### config.mk
export PLATFORM = sky130hd
export DESIGN_NAME = pc_gen
export DESIGN_NICKNAME = d
export VERILOG_FILES = /design/src/rtl/pc_gen_pkg.sv /design/src/rtl/pc_gen_ras.sv /design/src/rtl/pc_gen.sv
export SDC_FILE = /design/constraint.sdc
export NUM_CORES = 1
export LEC_CHECK = 0
export CORE_MARGIN = 5
export CORE_UTILIZATION = 30
export DETAILED_ROUTE_END_ITERATION = 10
export SLEW_MARGIN = 20
export SYNTH_ARGS = -nofsm -noshare
export SYNTH_HDL_FRONTEND = slang
export SYNTH_SLANG_ARGS = --single-unit
export TNS_END_PERCENT = 10
### constraint.sdc
create_clock -name Clk -period 4 [get_ports Clk]
set_input_delay 1.2 -clock Clk [delete_from_list [all_inputs] [get_ports Clk]]
set_output_delay 1.2 -clock Clk [all_outputs]
set_load 0.05 [all_outputs]
### src/rtl/pc_gen_pkg.sv
// Shared encodings for the next-PC generator: pc_src codes and redirect priority ranks.
package pc_gen_pkg;

    localparam int unsigned PCS_W  = 3;
    localparam int unsigned RANK_W = 2;

    localparam logic [PCS_W-1:0] PCS_HOLD = 3'b000;
    localparam logic [PCS_W-1:0] PCS_SEQ  = 3'b001;
    localparam logic [PCS_W-1:0] PCS_BR   = 3'b010;
    localparam logic [PCS_W-1:0] PCS_JMP  = 3'b011;
    localparam logic [PCS_W-1:0] PCS_EXC  = 3'b100;
    localparam logic [PCS_W-1:0] PCS_INT  = 3'b101;
    localparam logic [PCS_W-1:0] PCS_ERET = 3'b110;
    localparam logic [PCS_W-1:0] PCS_RAS  = 3'b111;

    // INT outranks EXC, which outranks every other redirect.
    function automatic logic [RANK_W-1:0] pcs_rank(input logic [PCS_W-1:0] src);
        case (src)
            PCS_INT: return RANK_W'(2);
            PCS_EXC: return RANK_W'(1);
            default: return RANK_W'(0);
        endcase
    endfunction

endpackage

### src/rtl/pc_gen_ras.sv
// Circular return-address stack; a push when full overwrites the oldest entry.
module pc_ras
    import pc_gen_pkg::*;
#(
    parameter int unsigned RAS_DEPTH = 4,
    parameter int unsigned AW        = 32
) (
    input  logic          i_clk,
    input  logic          i_rst_n,
    input  logic          i_push,
    input  logic          i_pop,
    input  logic [AW-1:0] i_push_data,
    output logic [AW-1:0] o_top,
    output logic          o_empty
);

    localparam int unsigned PW = $clog2(RAS_DEPTH);
    localparam int unsigned CW = $clog2(RAS_DEPTH + 1);

    logic [AW-1:0] r_mem [RAS_DEPTH];
    logic [PW-1:0] r_top;
    logic [CW-1:0] r_cnt;
    logic          w_full;
    logic          w_pop;

    assign o_empty = (r_cnt == CW'(0));
    assign w_full  = (r_cnt == CW'(RAS_DEPTH));
    assign o_top   = r_mem[r_top];
    assign w_pop   = i_pop & ~o_empty;

    always_ff @(posedge i_clk or negedge i_rst_n) begin
        if (!i_rst_n) begin
            r_top <= PW'(0);
            r_cnt <= CW'(0);
            for (int i = 0; i < int'(RAS_DEPTH); i++) begin
                r_mem[i] <= AW'(0);
            end
        end else if (i_push && w_pop) begin
            // Simultaneous call and return: the new return address replaces the popped top.
            r_mem[r_top] <= i_push_data;
        end else if (i_push) begin
            r_top               <= r_top + PW'(1);
            r_mem[r_top + PW'(1)] <= i_push_data;
            if (!w_full) begin
                r_cnt <= r_cnt + CW'(1);
            end
        end else if (w_pop) begin
            r_top <= r_top - PW'(1);
            r_cnt <= r_cnt - CW'(1);
        end
    end

endmodule

### src/rtl/pc_gen.sv
// Next-PC register: priority target mux, one-entry stall-time redirect buffer and RAS prediction.
module pc_gen
    import pc_gen_pkg::*;
#(
    parameter int unsigned AW        = 32,
    parameter logic [31:0] RESET_VEC = 32'hBFC0_0000,
    parameter logic [31:0] EXC_VEC   = 32'h8000_0180,
    parameter logic [31:0] INT_VEC   = 32'h8000_0200,
    parameter int unsigned RAS_DEPTH = 4
) (
    input  logic             Clk,
    input  logic             reset,
    input  logic             stall,
    input  logic [PCS_W-1:0] pc_src,
    input  logic [AW-3:0]    br_tgt,
    input  logic [AW-3:0]    j_tgt,
    input  logic [AW-1:0]    epc,
    input  logic             ras_push,
    output logic [AW-1:0]    pc_out,
    output logic             redir_pend,
    output logic             ras_empty,
    output logic             ras_miss
);

    localparam logic [AW-1:0] ALIGN_MASK = ~AW'(3);
    localparam logic [AW-1:0] RST_PC     = AW'(RESET_VEC) & ALIGN_MASK;

    logic [AW-1:0]     r_pc;
    logic              r_pend;
    logic [AW-1:0]     r_pend_pc;
    logic [RANK_W-1:0] r_pend_rank;
    logic              r_miss;
    logic              r_first;

    logic [AW-1:0]     w_seq;
    logic [AW-1:0]     w_ras_top;
    logic              w_ras_empty;
    logic [AW-1:0]     w_tgt;
    logic              w_stall;
    logic              w_is_redir;
    logic              w_is_trap;
    logic              w_pop;
    logic [AW-1:0]     w_pc_nxt;
    logic              w_pend_nxt;
    logic [AW-1:0]     w_pend_pc_nxt;
    logic [RANK_W-1:0] w_pend_rank_nxt;

    assign w_seq      = r_pc + AW'(4);
    assign w_stall    = stall & ~r_first;
    assign w_is_redir = (pc_src >= PCS_BR);
    assign w_is_trap  = (pc_src == PCS_EXC) || (pc_src == PCS_INT);

    pc_ras #(
        .RAS_DEPTH (RAS_DEPTH),
        .AW        (AW)
    ) u_ras (
        .i_clk       (Clk),
        .i_rst_n     (reset),
        .i_push      (ras_push),
        .i_pop       (w_pop),
        .i_push_data (w_seq),
        .o_top       (w_ras_top),
        .o_empty     (w_ras_empty)
    );

    // Resolved target of the current pc_src; an empty RAS falls back to sequential.
    always_comb begin
        w_tgt = r_pc;
        case (pc_src)
            PCS_HOLD: w_tgt = r_pc;
            PCS_SEQ:  w_tgt = w_seq;
            PCS_BR:   w_tgt = {br_tgt, 2'b00};
            PCS_JMP:  w_tgt = {j_tgt, 2'b00};
            PCS_EXC:  w_tgt = AW'(EXC_VEC) & ALIGN_MASK;
            PCS_INT:  w_tgt = AW'(INT_VEC) & ALIGN_MASK;
            PCS_ERET: w_tgt = epc & ALIGN_MASK;
            PCS_RAS:  w_tgt = w_ras_empty ? w_seq : w_ras_top;
            default:  w_tgt = r_pc;
        endcase
    end

    // Under stall capture redirects; otherwise traps beat the buffered redirect, which beats pc_src.
    always_comb begin
        w_pc_nxt        = r_pc;
        w_pend_nxt      = r_pend;
        w_pend_pc_nxt   = r_pend_pc;
        w_pend_rank_nxt = r_pend_rank;
        w_pop           = 1'b0;
        if (w_stall) begin
            if (w_is_redir && (!r_pend || (pcs_rank(pc_src) >= r_pend_rank))) begin
                w_pend_nxt      = 1'b1;
                w_pend_pc_nxt   = w_tgt;
                w_pend_rank_nxt = pcs_rank(pc_src);
                w_pop           = (pc_src == PCS_RAS);
            end
        end else if (w_is_trap) begin
            w_pc_nxt   = w_tgt;
            w_pend_nxt = 1'b0;
        end else if (r_pend) begin
            w_pc_nxt   = r_pend_pc;
            w_pend_nxt = 1'b0;
        end else begin
            w_pc_nxt = w_tgt;
            w_pop    = (pc_src == PCS_RAS);
        end
    end

    always_ff @(posedge Clk or negedge reset) begin
        if (!reset) begin
            r_pc        <= RST_PC;
            r_pend      <= 1'b0;
            r_pend_pc   <= AW'(0);
            r_pend_rank <= RANK_W'(0);
            r_miss      <= 1'b0;
            r_first     <= 1'b1;
        end else begin
            r_pc        <= w_pc_nxt;
            r_pend      <= w_pend_nxt;
            r_pend_pc   <= w_pend_pc_nxt;
            r_pend_rank <= w_pend_rank_nxt;
            r_miss      <= w_pop & w_ras_empty;
            r_first     <= 1'b0;
        end
    end

    assign pc_out     = r_pc;
    assign redir_pend = r_pend;
    assign ras_miss   = r_miss;
    assign ras_empty  = w_ras_empty;

endmodule

# After elaboration in Yosys (flattened, before gate mapping)

Cells that the tools add are included.

Register bits after elaboration: 202
Bits in latches: 0
Bits in writable memories: 0
Memory bits (read-only): 0
Input port bits: 99
Output and inout port bits: 35
Memories kept: 0

$add $sub $neg: 5
Multipliers: 0
Divide/modulo/power cells: 0
$lt $le $gt $ge: 6
Eq/ne operators: 10
Shift operators: 0
Multiplexer cells: 28
Bitwise operators: 8
Reduce and logical (&&, ||, !) cells: 14

Operators with widths:

| cell                                                | count |
|---|---|
| bitwise mux 128 bit                                 | 2 |
| 2-to-1 mux 128 bit                                  | 2 |
| one-hot mux 32 bit (8 select lines)                 | 1 |
| 2-to-1 mux 32 bit                                   | 7 |
| demux 32 bit (select 2 bit)                         | 2 |
| binary-select mux 32 bit (select 2 bit)             | 1 |
| adder 32 x 3 -> 32 bit, second input constant       | 1 |
| equality test 3 bit, second input constant          | 5 |
| 2-to-1 mux 3 bit                                    | 3 |
| equality test 3 x 2 -> 1 bit, second input constant | 2 |
| >= comparator 3 bit, second input constant          | 2 |
| zero test 3 bit                                     | 2 |
| < comparator 3 x 1 -> 1 bit, second input constant  | 2 |
| 2-to-1 mux 1 bit                                    | 6 |
| 2-to-1 mux 2 bit                                    | 3 |
| inverter 2 -> 3 bit                                 | 2 |
| logical AND 1 bit                                   | 4 |
| one-hot mux 2 bit (2 select lines)                  | 1 |
| AND reduction 2 bit                                 | 2 |
| nonzero test 2 bit                                  | 2 |
| adder 3 x 1 -> 3 bit, second input constant         | 1 |
| bitwise AND 1 bit                                   | 3 |
| equality test 3 x 1 -> 1 bit, second input constant | 1 |
| >= comparator 3 x 2 -> 1 bit, second input constant | 1 |
| other kinds (10)                                    | 13 |

# Logic depth before layout (Yosys ltp)

Depth after elaboration: 12
Gate-level depth with buffers: 19

# By module

Synthesis repeated with hierarchy kept, for this count alone.

Cells, all modules: 1155
Area, all modules: 11687.5 µm²

By module, submodules not included:

| module | times used | cells an instance | area each (µm²) | seq. area each (µm²) |
|---|---|---|---|---|
| pc_ras | 1          | 490               | 6516.2          | 3328.2 |
| pc_gen | 1          | 665               | 5171.2          | 1739.2 |

# Worst setup path before layout

Ideal clock, no wire load.

Kind: input-to-reg
Start: input pc_src[2]
End: register u_ras.r_mem[113] (netlist name)
Library setup time: 137 ps
Arrival time: 4786 ps
Required time: 3863 ps
Slack: -923 ps
Cell stages on the path: 19
Path buffers: 8
Path through: clkbuf_1 buf_2 clkbuf_1 clkbuf_1 and2_1 ha_1 o21ai_0 nand3b_1 and3_1 clkbuf_1 o21ai_0 inv_1 ha_1 clkbuf_1 mux2i_1 nor2_1 clkbuf_1 buf_1 a21oi_1

Cells in the longest elaborated chain, start to end: 11
Elaborated cells between the ends (all ways): 18

Ends and longest elaborated chain:

| what                                                            | line                           | RTL |
|---|---|---|
| from (decl)                                                     | pc_gen.sv:14                   | `input logic [PCS_W-1:0] pc_src,` |
| equality test 3 bit                                             | pc_gen_pkg.sv:18, pc_gen.sv:51 |  |
| one-hot mux 2 bit (2 select lines)                              | pc_gen_pkg.sv:18               | `case (src)` |
| 2-to-1 mux 2 bit                                                | pc_gen.sv:89                   | `if (w_stall) begin` |
| >= comparator 2 bit                                             | pc_gen.sv:90                   | `if (w_is_redir && (!r_pend \|\| (pcs_rank(pc_src) >= r_pend_rank))) begin` |
| logical OR 1 bit                                                | pc_gen.sv:90                   |  |
| logical AND 1 bit                                               | pc_gen.sv:90                   |  |
| 2-to-1 mux 1 bit                                                | pc_gen.sv:90                   |  |
| 2-to-1 mux 1 bit *                                              | pc_gen.sv:89                   |  |
| bitwise AND 1 bit *                                             | pc_gen_ras.sv:29               | `assign w_pop = i_pop & ~o_empty;` |
| logical AND 1 bit *                                             | pc_gen_ras.sv:38               | `end else if (i_push && w_pop) begin` |
| 2-to-1 mux 128 bit / nonzero test 2 bit (equally long branches) | -                              |  |
| to (signal, indexed assignment)                                 | pc_gen_ras.sv:40               | `r_mem[r_top] <= i_push_data;` |
| to (signal, indexed assignment)                                 | pc_gen_ras.sv:43               | `r_mem[r_top + PW'(1)] <= i_push_data;` |
| to (decl)                                                       | pc_gen_ras.sv:20               | `logic [AW-1:0] r_mem [RAS_DEPTH];` |

Mark *: on every way between the ends. The rest lies on a longest branch, timed or not. The select of a mux whose other input is x is not followed.
A chain may end at the register's enable or synchronous reset.

# Worst setup path in the final report

Start: input pc_src[1]
End: register u_ras.r_mem[33] (netlist name)

The elaborated chain is that of the path after synthesis.

==> results by group <==
Timing
  – Crit share post-route: 88.88%
  – Final setup fails: 0
  – Rel. slew slack: 42.11%
  – Clock Skews: 0.008913 ns
  – Worst-Margin Slew: 0.8622 ns
  – Period minus WS final: 3.555 ns
  – RSZ-0062 raised after global routing: no
  – Final hold violations: 0
  – Total negative slack: 0 ns
  – Slew Limit Fails: 0
  – Worst Hold Slack: 0.4755 ns
  – F_max: 281.3 MHz

Critical path
  – CP max FO: 33
  – Origin of the critical flop-to-flop path: u_ras.r_cnt[1]$_DFFE_PN0P_
  – Setup crit start kind: primary input
  – Crit path DAT: 3.94 ns
  – Worst setup EP type: flop
  – Critical Path RT: 4.39 ns
  – Reg2Reg Depth: 12
  – CP Depth: 17
  – Slowest library cell on the worst path: buf_4
  – CP Class: in2reg
  – R2R setup slack: 1.07 ns
  – Cells along the critical path: buf_2, inv_1, nand2_1, or2_4, ha_4, o21ai_1, nand3b_1, and3_1, o21ai_2, buf_4, inv_1, ha_1, nor2_1, a21oi_2, buf_4, nor2_1, a22o_1
  – FF-to-FF End: u_ras.r_mem[33]$_DFFE_PN0P_
  – Top Family by Delay on Critical Path: simple AND/OR/NAND/NOR gates
  – Critical Path Max Stage Delay: 0.43 ns
  – Critical path buffer and inverter count: 5

Cells and area
  – Fin util: 38.93%
  – Layout area overhead: 28.54%
  – Layout cells sized above 1: 15.25%
  – Post-Layout Cell Count: 1746
  – Fillcell total: 3521
  – Ant diodes: 0
  – Layout Nets: 1381

Clock network
  – Num CTS Buffers: 22
  – Clock Path Buffers: 3
  – CTS tree: yes
  – Post-CTS Setup Bufs: 0
  – Clk slew on worst S/H paths: 0.06 ns
  – Later-pin clock latency in the skew report: 0.51 ns
  – CTS root buf: clkbuf_16
  – Post_cts resized: 0
  – # clock sinks: 202
  – H-tree lvl count: 1
  – Hold-fix buffers, CTS: 0

Hold path
  – Worst hold stages: 2
  – Sink of the worst hold path: r_pend_pc[8]$_DFFE_PN0P_
  – Hold path startpoint: r_pend_pc[8]$_DFFE_PN0P_
  – Hold WC Path Type: reg2reg

Drt
  – Residual DRC: 0
  – WL final: 36360 µm
  – Routed via count: 9450
  – DR WL/cell: 20.82 µm
  – Antenna Nets Post-Route: 0
  – Iteration-0 DRC Markers: 771
  – Number of vias per cell: 5.412
  – Drt first pass iters: 6

GRT
  – Gr usage total: 18.19%
  – Largest net degree at the start of global routing: 91
  – Gr ovfl total: 0
  – Initial antenna violation count: 1
  – Vias in the first global route: 9518
  – First-pass GRT wire length: 56750 µm
  – Gr busiest metal: met2
  – Global Route met3 Usage: 4.167%
  – GR Layer Usage met2: 28.13%
  – GR Util met1: 25.99%

Logic synthesis
  – Synthesized flop and latch total: 202
  – Post-synthesis sequential area ratio: 47.27%
  – Synth warn: 0
  – Post-synth top flop: dfrtp_1
  – Synth unique cells: 71
  – Gate Count Post-Synth: 1135
  – Mapped Area: 0.01072 mm²
  – Post-synth ARST share: 100.0%
  – Syn Nets: 1246
  – Number of enable flip-flop cells after synthesis: 0
  – Syn avg cell area: 9.445 µm²

Floorplan
  – Die W: 199.0 µm
  – Die area: 0.03961 mm²
  – Core ar.: 0.03540 mm²
  – Die H: 199.0 µm
  – I/O pin total: 134
  – Initial cell density of the core: 30.29%
  – Num rows: 69

Placed design
  – DP HPWL: 26110 µm
  – Cells after DPL: 1707
  – Buffers on Ports: 131
  – RD Place Congestion: 0.8884

Pwr
  – Pwr dens: 646.7 mW/mm²
  – Max VDD drop: 0.2817 mV
  – Leak: 5.590 nW

Run
  – Maximum capacitance violations: 0

Run status
  – Outcome: completed
sequential cells by signal, indices dropped and copies added (netlist names):
| signal | flops |
|---|---|
| u_ras.r_mem | 128 |
| r_first | 1 |
| r_pend_rank | 2 |
| pc_out | 32 |
| ras_miss | 1 |
| r_pend_pc | 32 |
| redir_pend | 1 |
| u_ras.r_top | 2 |
| u_ras.r_cnt | 3 |
power breakdown:
group	switching [mW]	internal, mW	leakage (nW)
sequential	0.593	2.81	2.52
clock	0.832	1.32	0.370
combinational	1.81	1.56	2.70
total	3.23	5.68	5.59
how the worst max path moves through the flow:
stage / endpoint / from
floorplan: u_ras.r_mem[1]$_DFFE_PN0P_ / pc_src[0]
global placement: u_ras.r_mem[32]$_DFFE_PN0P_ / pc_src[1]
detailed placement: u_ras.r_mem[33]$_DFFE_PN0P_ / pc_src[1]
CTS: ras_empty / u_ras.r_cnt[1]$_DFFE_PN0P_
global route: u_ras.r_mem[32]$_DFFE_PN0P_ / pc_src[1]
finish: u_ras.r_mem[33]$_DFFE_PN0P_ / pc_src[1]
per-stage QoR:
| step | area, µm² | worst slack (ns) | power (mW) |
|---|---|---|---|
| after detailed placement | 13020 | -0.03327 | 6.783 |
| after CTS | 13780 | 0.4285 | 8.948 |
| final | 13780 | 0.4447 | 8.911 |
| after global routing | 13780 | 0.2482 | 9.446 |
| after global placement | 13010 | -0.03471 | 6.700 |
| after floorplan | 10920 | 0.0001066 | 5.531 |
area by class of cell:
class                   count  area [µm²]  share of cell area [%]
multi-input cells         830        5361                   38.91
flip-flops and latches    202        5069                   36.78
repair buffers            201        1963                   14.25
clock buffers              33       653.1                   4.740
well taps                 461       576.8                   4.186
clock inverters             6       107.6                  0.7809
inverters                  13       48.80                  0.3541
per-layer routing:
metal	wire length [µm]	up-vias
met5	0	-
met4	960	0
met3	3297	60
met2	16070	384
met1	16030	4649
li1	-	4357
cells by family (layout without fill, tap and decap cells):
group / after synthesis / after routing / synth area share, %
other: 1 / 1 / 0.03498
flip-flops: 202 / 202 / 47.27
adder cells (fa/ha/maj): 12 / 12 / 1.471
buffers and inverters: 103 / 253 / 3.840
AND/OR/NAND/NOR: 356 / 356 / 15.00
multiplexers: 50 / 50 / 8.532
AO/OA/AOI/OAI: 379 / 379 / 21.24
XOR/XNOR: 32 / 32 / 2.614
worst register-to-register path: stages, from the launching register on:
cell	delay (ns)
dfrtp_1	0.43
or3_1	0.39
inv_1	0.17
buf_4	0.25
nor2_2	0.08
o21ai_2	0.06
buf_4	0.15
inv_1	0.07
ha_1	0.26
a21oi_2	0.17
buf_4	0.43
nor2_1	0.13
a22o_1	0.21
synthesized netlist by cell type (all sizes together), types with 5 or more instances:
cell type  number  share of area (%)
buf            21               0.97
nor2b           7               0.41
o22ai          13               0.76
xnor2          18                1.5
o2111a          6               0.63
a22oi          10               0.70
a22o           19                1.6
inv            13               0.46
o221ai          6               0.49
nor2          102                3.6
or3             5               0.34
clkbuf         69                2.4
dfstp          10                2.5
o21a            8               0.56
a21oi         114                5.4
mux4           32                6.7
nand2         153                5.4
o21ai         153                7.2
or2             6               0.35
dfrtp         192                 45
nand2b          8               0.47
and2            8               0.48
o32ai           8               0.65
mux2i           7               0.65
a31oi           5               0.29
and3           19                1.1
mux2           11                1.2
nand4           7               0.61
nor3            8               0.37
nand3          22                1.0
xor2           14                1.1
ha             11                1.3
placed cells by master (no fill, tap or decap), types with 5 or more instances in the layout:
cell type and instances:
a21oi_1 110, a22o_1 19, a22oi_1 10, a31oi_1 5, and2_1 6, and3_1 19
buf_12 11, buf_4 59, clkbuf_1 6, clkbuf_16 23, clkbuf_8 5, clkdlybuf4s50_1 127
dfrtp_1 191, dfstp_2 10, ha_1 8, inv_1 13, mux2_2 7, mux2i_1 5
mux4_2 32, nand2_1 153, nand2b_1 8, nand3_1 22, nand4_1 5, nor2_1 96
nor3_1 8, o2111a_1 6, o21a_1 8, o21ai_0 148, o221ai_1 6, o22ai_1 13
o32ai_1 8, or2_2 5, xnor2_1 18, xor2_1 14
Note: power is estimated with default switching activity, not from simulation.
